<file path="src/rtl/qsys_pio_out_pulse.sv">
// qsys_pio_out_pulse
// Avalon-MM output PIO for board-control lines (supply enables, resets,
// LEDs, straps). Provides a RW data register, atomic SET/CLEAR/TOGGLE
// write ports, and a one-shot pulse timer that inverts a masked subset of
// the outputs for a programmed number of clocks.
//
// Ports:
//   clk        - system clock, rising edge
//   reset      - synchronous, active-high reset
//   address    - word address (0 DATA, 1 SET, 2 CLEAR, 3 TOGGLE,
//                4 PULSE, 5 PULSE_LEN, 6 STATUS, 7 reserved)
//   chipselect - slave select
//   write_n    - active-low write strobe
//   writedata  - write data
//   readdata   - read data, combinational from address
//   out_port   - registered output pins, data_q ^ mask_q
module qsys_pio_out_pulse #(
   parameter int               WIDTH       = 5,
   parameter logic [WIDTH-1:0] RESET_VALUE = '0,
   parameter int               CNT_W       = 16
) (
   input  logic             clk,
   input  logic             reset,
   input  logic [2:0]       address,
   input  logic             chipselect,
   input  logic             write_n,
   input  logic [31:0]      writedata,
   output logic [31:0]      readdata,
   output logic [WIDTH-1:0] out_port
);

   localparam logic [2:0] A_DATA   = 3'd0;
   localparam logic [2:0] A_SET    = 3'd1;
   localparam logic [2:0] A_CLEAR  = 3'd2;
   localparam logic [2:0] A_TOGGLE = 3'd3;
   localparam logic [2:0] A_PULSE  = 3'd4;
   localparam logic [2:0] A_LEN    = 3'd5;
   localparam logic [2:0] A_STATUS = 3'd6;

   localparam logic [CNT_W-1:0] CNT_ONE = CNT_W'(1);

   typedef enum logic {IDLE, ACTIVE} state_t;

   state_t           state_q, state_d;
   logic [WIDTH-1:0] data_q,  data_d;
   logic [WIDTH-1:0] mask_q,  mask_d;
   logic [CNT_W-1:0] cnt_q,   cnt_d;
   logic [CNT_W-1:0] len_q,   len_d;
   logic             err_q,   err_d;
   logic [WIDTH-1:0] out_q;

   logic             wr;
   logic [WIDTH-1:0] wd;
   logic             unused_wd;

   assign wr = chipselect && !write_n;
   assign wd = writedata[WIDTH-1:0];
   // Upper writedata bits are architecturally ignored.
   assign unused_wd = ^writedata;

   // ----------------------------------------------------------------
   // State register
   // ----------------------------------------------------------------
   always_ff @(posedge clk) begin
      if (reset) begin
         state_q <= IDLE;
         data_q  <= RESET_VALUE;
         mask_q  <= '0;
         cnt_q   <= '0;
         len_q   <= '0;
         err_q   <= 1'b0;
         out_q   <= RESET_VALUE;
      end else begin
         state_q <= state_d;
         data_q  <= data_d;
         mask_q  <= mask_d;
         cnt_q   <= cnt_d;
         len_q   <= len_d;
         err_q   <= err_d;
         // Output is built from next-state values so it is a clean flop
         // that still shows a write at the first edge after it.
         out_q   <= data_d ^ mask_d;
      end
   end

   assign out_port = out_q;

   // ----------------------------------------------------------------
   // Next-state logic: data register, pulse FSM, length, error flag
   // ----------------------------------------------------------------
   always_comb begin
      state_d = state_q;
      data_d  = data_q;
      mask_d  = mask_q;
      cnt_d   = cnt_q;
      len_d   = len_q;
      err_d   = err_q;

      // Data register ports stay live during a pulse.
      if (wr) begin
         case (address)
            A_DATA:   data_d = wd;
            A_SET:    data_d = data_q | wd;
            A_CLEAR:  data_d = data_q & ~wd;
            A_TOGGLE: data_d = data_q ^ wd;
            A_LEN:    len_d  = writedata[CNT_W-1:0];
            default:  ;
         endcase
      end

      // Clear first so a same-cycle set takes precedence.
      if (wr && address == A_STATUS && writedata[1])
         err_d = 1'b0;

      case (state_q)
         IDLE: begin
            if (wr && address == A_PULSE && wd != '0) begin
               state_d = ACTIVE;
               mask_d  = wd;
               // A zero length still produces a single-cycle pulse.
               cnt_d   = (len_q == '0) ? CNT_ONE : len_q;
            end
         end
         ACTIVE: begin
            if (cnt_q <= CNT_ONE) begin
               state_d = IDLE;
               mask_d  = '0;
               cnt_d   = '0;
            end else begin
               cnt_d   = cnt_q - CNT_ONE;
            end
            // Re-arming a running pulse is rejected and flagged.
            if (wr && address == A_PULSE)
               err_d = 1'b1;
         end
         default: begin
            state_d = IDLE;
            mask_d  = '0;
            cnt_d   = '0;
         end
      endcase
   end

   // ----------------------------------------------------------------
   // Read mux, zero latency; write-only and reserved words read 0
   // ----------------------------------------------------------------
   always_comb begin
      readdata = '0;
      case (address)
         A_DATA:   readdata[WIDTH-1:0] = data_q;
         A_PULSE:  readdata[WIDTH-1:0] = mask_q;
         A_LEN:    readdata[CNT_W-1:0] = len_q;
         A_STATUS: readdata[1:0]       = {err_q, state_q == ACTIVE};
         default:  readdata = '0;
      endcase
   end

endmodule

</file>
<file path="config.mk">
export PLATFORM = sky130hd
export DESIGN_NAME = qsys_pio_out_pulse
export DESIGN_NICKNAME = d
export VERILOG_FILES = /design/src/rtl/qsys_pio_out_pulse.sv
export SDC_FILE = /design/constraint.sdc
export NUM_CORES = 1
export LEC_CHECK = 0
export CORE_AREA = 2 2 80 82
export DETAILED_ROUTE_END_ITERATION = 7
export DIE_AREA = 0 0 82 84
export HOLD_SLACK_MARGIN = 0.05
export PLACE_DENSITY = 0.84
export SLEW_MARGIN = 25
export SYNTH_ARGS = -nofsm -noshare
export SYNTH_HDL_FRONTEND = slang
export SYNTH_SLANG_ARGS = --single-unit
export TNS_END_PERCENT = 1
</file>
<file path="constraint.sdc">
create_clock -name clk -period 5.6 [get_ports clk]
set_input_delay 0.56 -clock clk [delete_from_list [all_inputs] [get_ports clk]]
set_output_delay 0.56 -clock clk [all_outputs]
set_load 0.01 [all_outputs]
</file>
* Word level (Yosys, flattened, before mapping)
Cells that the tools add are included.
** Word-level totals
- Register bits :: 49
- Bits of input ports :: 39
- Word-level logic and storage cells :: 50
** Cells by class
- Add/subtract/negate cells :: 1
- Magnitude comparators :: 1
- Eq/ne operators :: 7
- Mux-type cells :: 18
- Bitwise gates (word level) :: 6
- Reductions and logical operators :: 10
** Operators by type and width (number)
- $mux W16 :: 3
- $pmux W16 S2 :: 1
- $pmux W5 S4 :: 1
- $le A16 B1 Y1 const B :: 1
- $logic_not A16 Y1 :: 1
- $sub A16 B1 Y16 const B :: 1
- $mux W5 :: 3
- $mux W11 :: 1
- $pmux W5 S2 :: 1
- $xor A5 B5 Y5 :: 2
- $eq A3 B3 Y1 const B :: 3
- $pmux W3 S3 :: 1
- $pmux W2 S4 :: 1
- $eq A3 B2 Y1 const B :: 2
- $and A5 B5 Y5 :: 1
- $logic_and A1 B1 Y1 :: 5
- $mux W1 :: 5
- $not A5 Y5 :: 1
- $or A5 B5 Y5 :: 1
- $reduce_bool A5 Y1 :: 1
- $eq A3 B1 Y1 const B :: 1
- $logic_not A3 Y1 :: 1
- $ne A2 B2 Y1 const B :: 1
- $pmux W1 S2 :: 1
- 3 further kinds :: 3

* Depth between registers and ports, before layout
- Depth after elaboration :: 7
- Mapped depth :: 8

* Worst setup path after synthesis
OpenSTA, ideal clock, no wires.
- Path type :: input -> output
- Start point :: in address[1]
- End point :: out readdata[0]
- Data arrival time :: 1.646 ns
- Slack :: 3.394 ns
- Cell stages on the path :: 6
- Path through :: buf_2 > buf_1 > clkbuf_1 > and3b_1 > nand2_1 > o21ai_0
** On the way
- Word-level cells in the longest chain between the ends :: 2
** RTL lines
- from (decl) :: RTL line 24 : input logic [2:0] address,
- $eq A3 B3 Y1 or $logic_not A3 Y1 (tied branches) :: RTL line 149 : case (address)
- $pmux W2 S4 * :: RTL line 149
- to (decl) :: RTL line 28 : output logic [31:0] readdata,
Every way passes the cells marked *; elsewhere a longest branch is shown, timed or not.

* Worst setup path after layout
- Start point :: in address[2]
- End point :: out readdata[15]
** On the way
- Word-level cells in the longest chain between the ends :: 2
** RTL lines (RTL line)
- $eq A3 B3 Y1 :: 149
- $mux W11 :: 149
No other way between the ends.

==> summary.txt <==
Route
  • DRC errors left: 0
  • WL per Instance: 15.1 um
  • DR vias: 2784
  • ANT nets after route: 0
  • TritonRoute pass-1 iters: 4
  • Routed wire length: 7.29 mm
  • Vias/cell: 5.75
  • Iteration-0 DRC Markers: 182

Timing
  • Worst Skew: 0.00596 ns
  • Tightest Pin Transition: 0.899 ns
  • FMAX: 0.287 GHz
  • RSZ-0062 raised after global routing: no
  • Max Slew Vio Count: 0
  • Crit path time final: 3.49 ns
  • Rel. slew slack: 0.401
  • Final setup violating endpoints: 0
  • Fin. Hold Viols: 0
  • Setup TNS: 0 ns
  • Period utilisation layout: 0.623

Final layout
  • Filler cells: 540
  • Area taken by flip-flops and latches: 981 um2
  • Share of cells above drive strength 1: 0.0590
  • Final core occ: 0.588
  • Area of the multi-input gates: 0.00192 mm2
  • Area delta synth->final: 14.5%
  • Nets: 457
  • Design Area, Final: 0.00359 mm2
  • Ant diodes: 0

Clocking
  • CTS tree: done
  • CTS Hold Bufs: 0
  • Clk_lat worst skew: 0.30 ns
  • # clock sinks: 49
  • H-tree depth: 2
  • Root buf cell: clkbuf_8
  • CTS buffer count: 5
  • CTS Buffer Depth: 2
  • CTS clk-pin slew, worst paths: 0.09 ns
  • Setup Buffers After CTS: 0
  • CTS resizes: 0

Synth
  • Synth cell types: 53
  • Cell area after synthesis: 0.00313 mm2
  • Post-synthesis cell count: 375
  • Post-synth top area cell: dfxtp_1
  • Sequential-to-total area share from yosys stat: 0.313
  • FF+latch count, synth: 49
  • Ys flop type: dfxtp_1
  • Post-synth EDFFs: 0
  • Avg Cell Area, Syn: 8.35 um2
  • Asr flop ratio synth: 0
  • Top cell type's share of synthesized area: 0.313
  • Synth area leaders: dfxtp_1, mux2i_1, nor2_1, ha_1, buf_4
  • Yosys warns: 0

GRT
  • Grt met1 use: 0.273
  • Initial antenna violation count: 0
  • First-pass GRT wire length: 12.2 mm
  • GR Util All Layers: 0.219
  • Grt met3 use: 0.0357
  • Largest net degree at the start of global routing: 50
  • GRT Residual Overflow: 0
  • Grt peak-use layer: met2
  • Vias in the first global route: 2663
  • Met2 Track Usage GR: 0.395

Outcome
  • Run status: completed

Pwr
  • Sw frac: 0.288
  • Clock network fraction of design power: 0.277
  • VDD IR max: 0.121 mV
  • Tot Pwr: 0.732 mW
  • Logic pwr share: 0.215
  • Leak: 1.37 nW
  • Register share of total power: 0.508
  • P_int: 0.521 mW
  • Total power divided by cell area: 204 mW/mm2
  • NetSw: 0.211 mW

Setup path
  • CP arrival: 2.93 ns
  • Class of the most critical setup path: input port to primary output
  • Cell breakdown of the critical path: clkdlybuf4s50_1, nand2_1, nor2_1, and2_1, clkdlybuf4s50_1
  • Crit path largest cell delay: 0.91 ns
  • CP max FO: 13
  • Worst path slowest cell: clkdlybuf4s50_1
  • CP Capture Type: primary output
  • Critical Path Source Type: input port
  • CP most frequent cell: clkdlybuf4s50_1
  • Critical path required time: 5.04 ns

Job
  • Max_cap viols: 0

Floorplan
  • Die Width: 82 um
  • Chip Height: 84 um
  • I/O pin cnt: 76
  • Num rows: 29
  • Core Area: 0.00610 mm2
  • Initial core utilization: 0.514
  • Die area: 0.00689 mm2

Placed design
  • Area post-placement: 0.00351 mm2
  • HPWL Detailed: 5.18 mm
  • Final GP Congestion: 0.874
  • PortBufs: 43

Worst hold path
  • HP Class: register to register
-- layout make-up --
type	count	share of cell area
Multi-Input combinational cell	287	0.534
Timing Repair Buffer	45	0.124
Clock buffer	8	0.0223
Sequential cell	49	0.273
Inverter	18	0.0188
Tap cell	77	0.0269
-- logic make-up (layout without fill, tap and decap cells) --
logic type                 after synthesis  after routing  share of synthesized area
other                                    1             16                    0.00120
adders and majority gates               12             12                     0.0479
xor gates and xnor gates                 3              3                    0.00839
DFF                                     49             49                      0.313
muxes                                   31             31                      0.117
buffers and inverters                   54             71                     0.0947
and+or+nand+nor                        144            144                      0.238
AOI/OAI and AO/OA                       81             81                      0.179
-- metrics by stage --
| stage | setup slack [ns] | hold WS (ns) | cells |
|---|---|---|---|
| after floorplan | 3.39 | 0.467 | 390 |
| after global placement | 2.22 | 0.479 | 476 |
| after detailed placement | 2.18 | 0.494 | 476 |
| after CTS | 2.13 | 0.511 | 484 |
| after global routing | 2.05 | 0.519 | 484 |
| final | 2.11 | 0.509 | 484 |
-- worst max-delay path, delay by kind of cell --
kind          cells  cell delay, ns
buf+inv           2            1.45
simple gates      3            0.92
-- routing by layer --
| layer | part of all wire | up-vias |
|---|---|---|
| li1 | - | 1335 |
| met2 | 0.52 | 93 |
| met5 | 0 | - |
| met4 | 0.0084 | 0 |
| met3 | 0.052 | 10 |
| met1 | 0.42 | 1346 |
-- cells in the mapped netlist, types with 6 or more instances --
library cell and number:
a21oi_1 23, nor3_1 14, dfxtp_1 49, nor4_1 8, nor2b_1 9, inv_1 18
mux2i_1 22, o21ai_0 19, nand3_1 6, ha_1 12, and2_1 15, nor2_1 57
buf_4 18, a211oi_1 9, a21o_1 7, nand2_1 20, clkbuf_1 11
-- placed cells by master, fill, tap and decap left out, types with 8 or more instances in the layout --
cell / synthesis / final
nor2_1: 57 / 57
dfxtp_1: 49 / 49
clkdlybuf4s50_1: 0 / 43
a21oi_1: 23 / 23
mux2i_1: 22 / 22
nand2_1: 20 / 20
o21ai_0: 19 / 19
inv_1: 18 / 18
conb_1: 1 / 16
and2_1: 15 / 15
nor3_1: 14 / 14
ha_1: 12 / 12
nor2b_1: 9 / 9
a211oi_1: 9 / 9
nor4_1: 8 / 8
-- path summary, 6_finish.rpt --
check	slack, ns	endpoint	from	depth (start not counted)
setup / recovery	2.11	readdata[15]	address[2]	5
setup reg to reg	3.24	out_port[2]$_SDFF_PP0_	cnt_q[0]$_SDFFE_PP0P_	6
hold reg to reg	0.51	err_q$_SDFF_PP0_	err_q$_SDFF_PP0_	2
hold / removal	0.51	err_q$_SDFF_PP0_	err_q$_SDFF_PP0_	2
-- state kept, by name, indices dropped and copies added (netlist names) --
signal,cells
cnt_q,16
len_q,16
data_q,5
mask_q,5
out_port,5
err_q,1
state_q,1
-- power groups by stage --
stage / clock [mW] / combinational, mW / sequential (mW)
finish: 0.203 / 0.157 / 0.372
global route: 0.218 / 0.173 / 0.373
CTS: 0.204 / 0.157 / 0.371
detailed placement: 0 / 0.155 / 0.379
global placement: 0 / 0.149 / 0.379
floorplan: 0 / 0.120 / 0.377
Note: power is estimated with default switching activity, not from simulation.
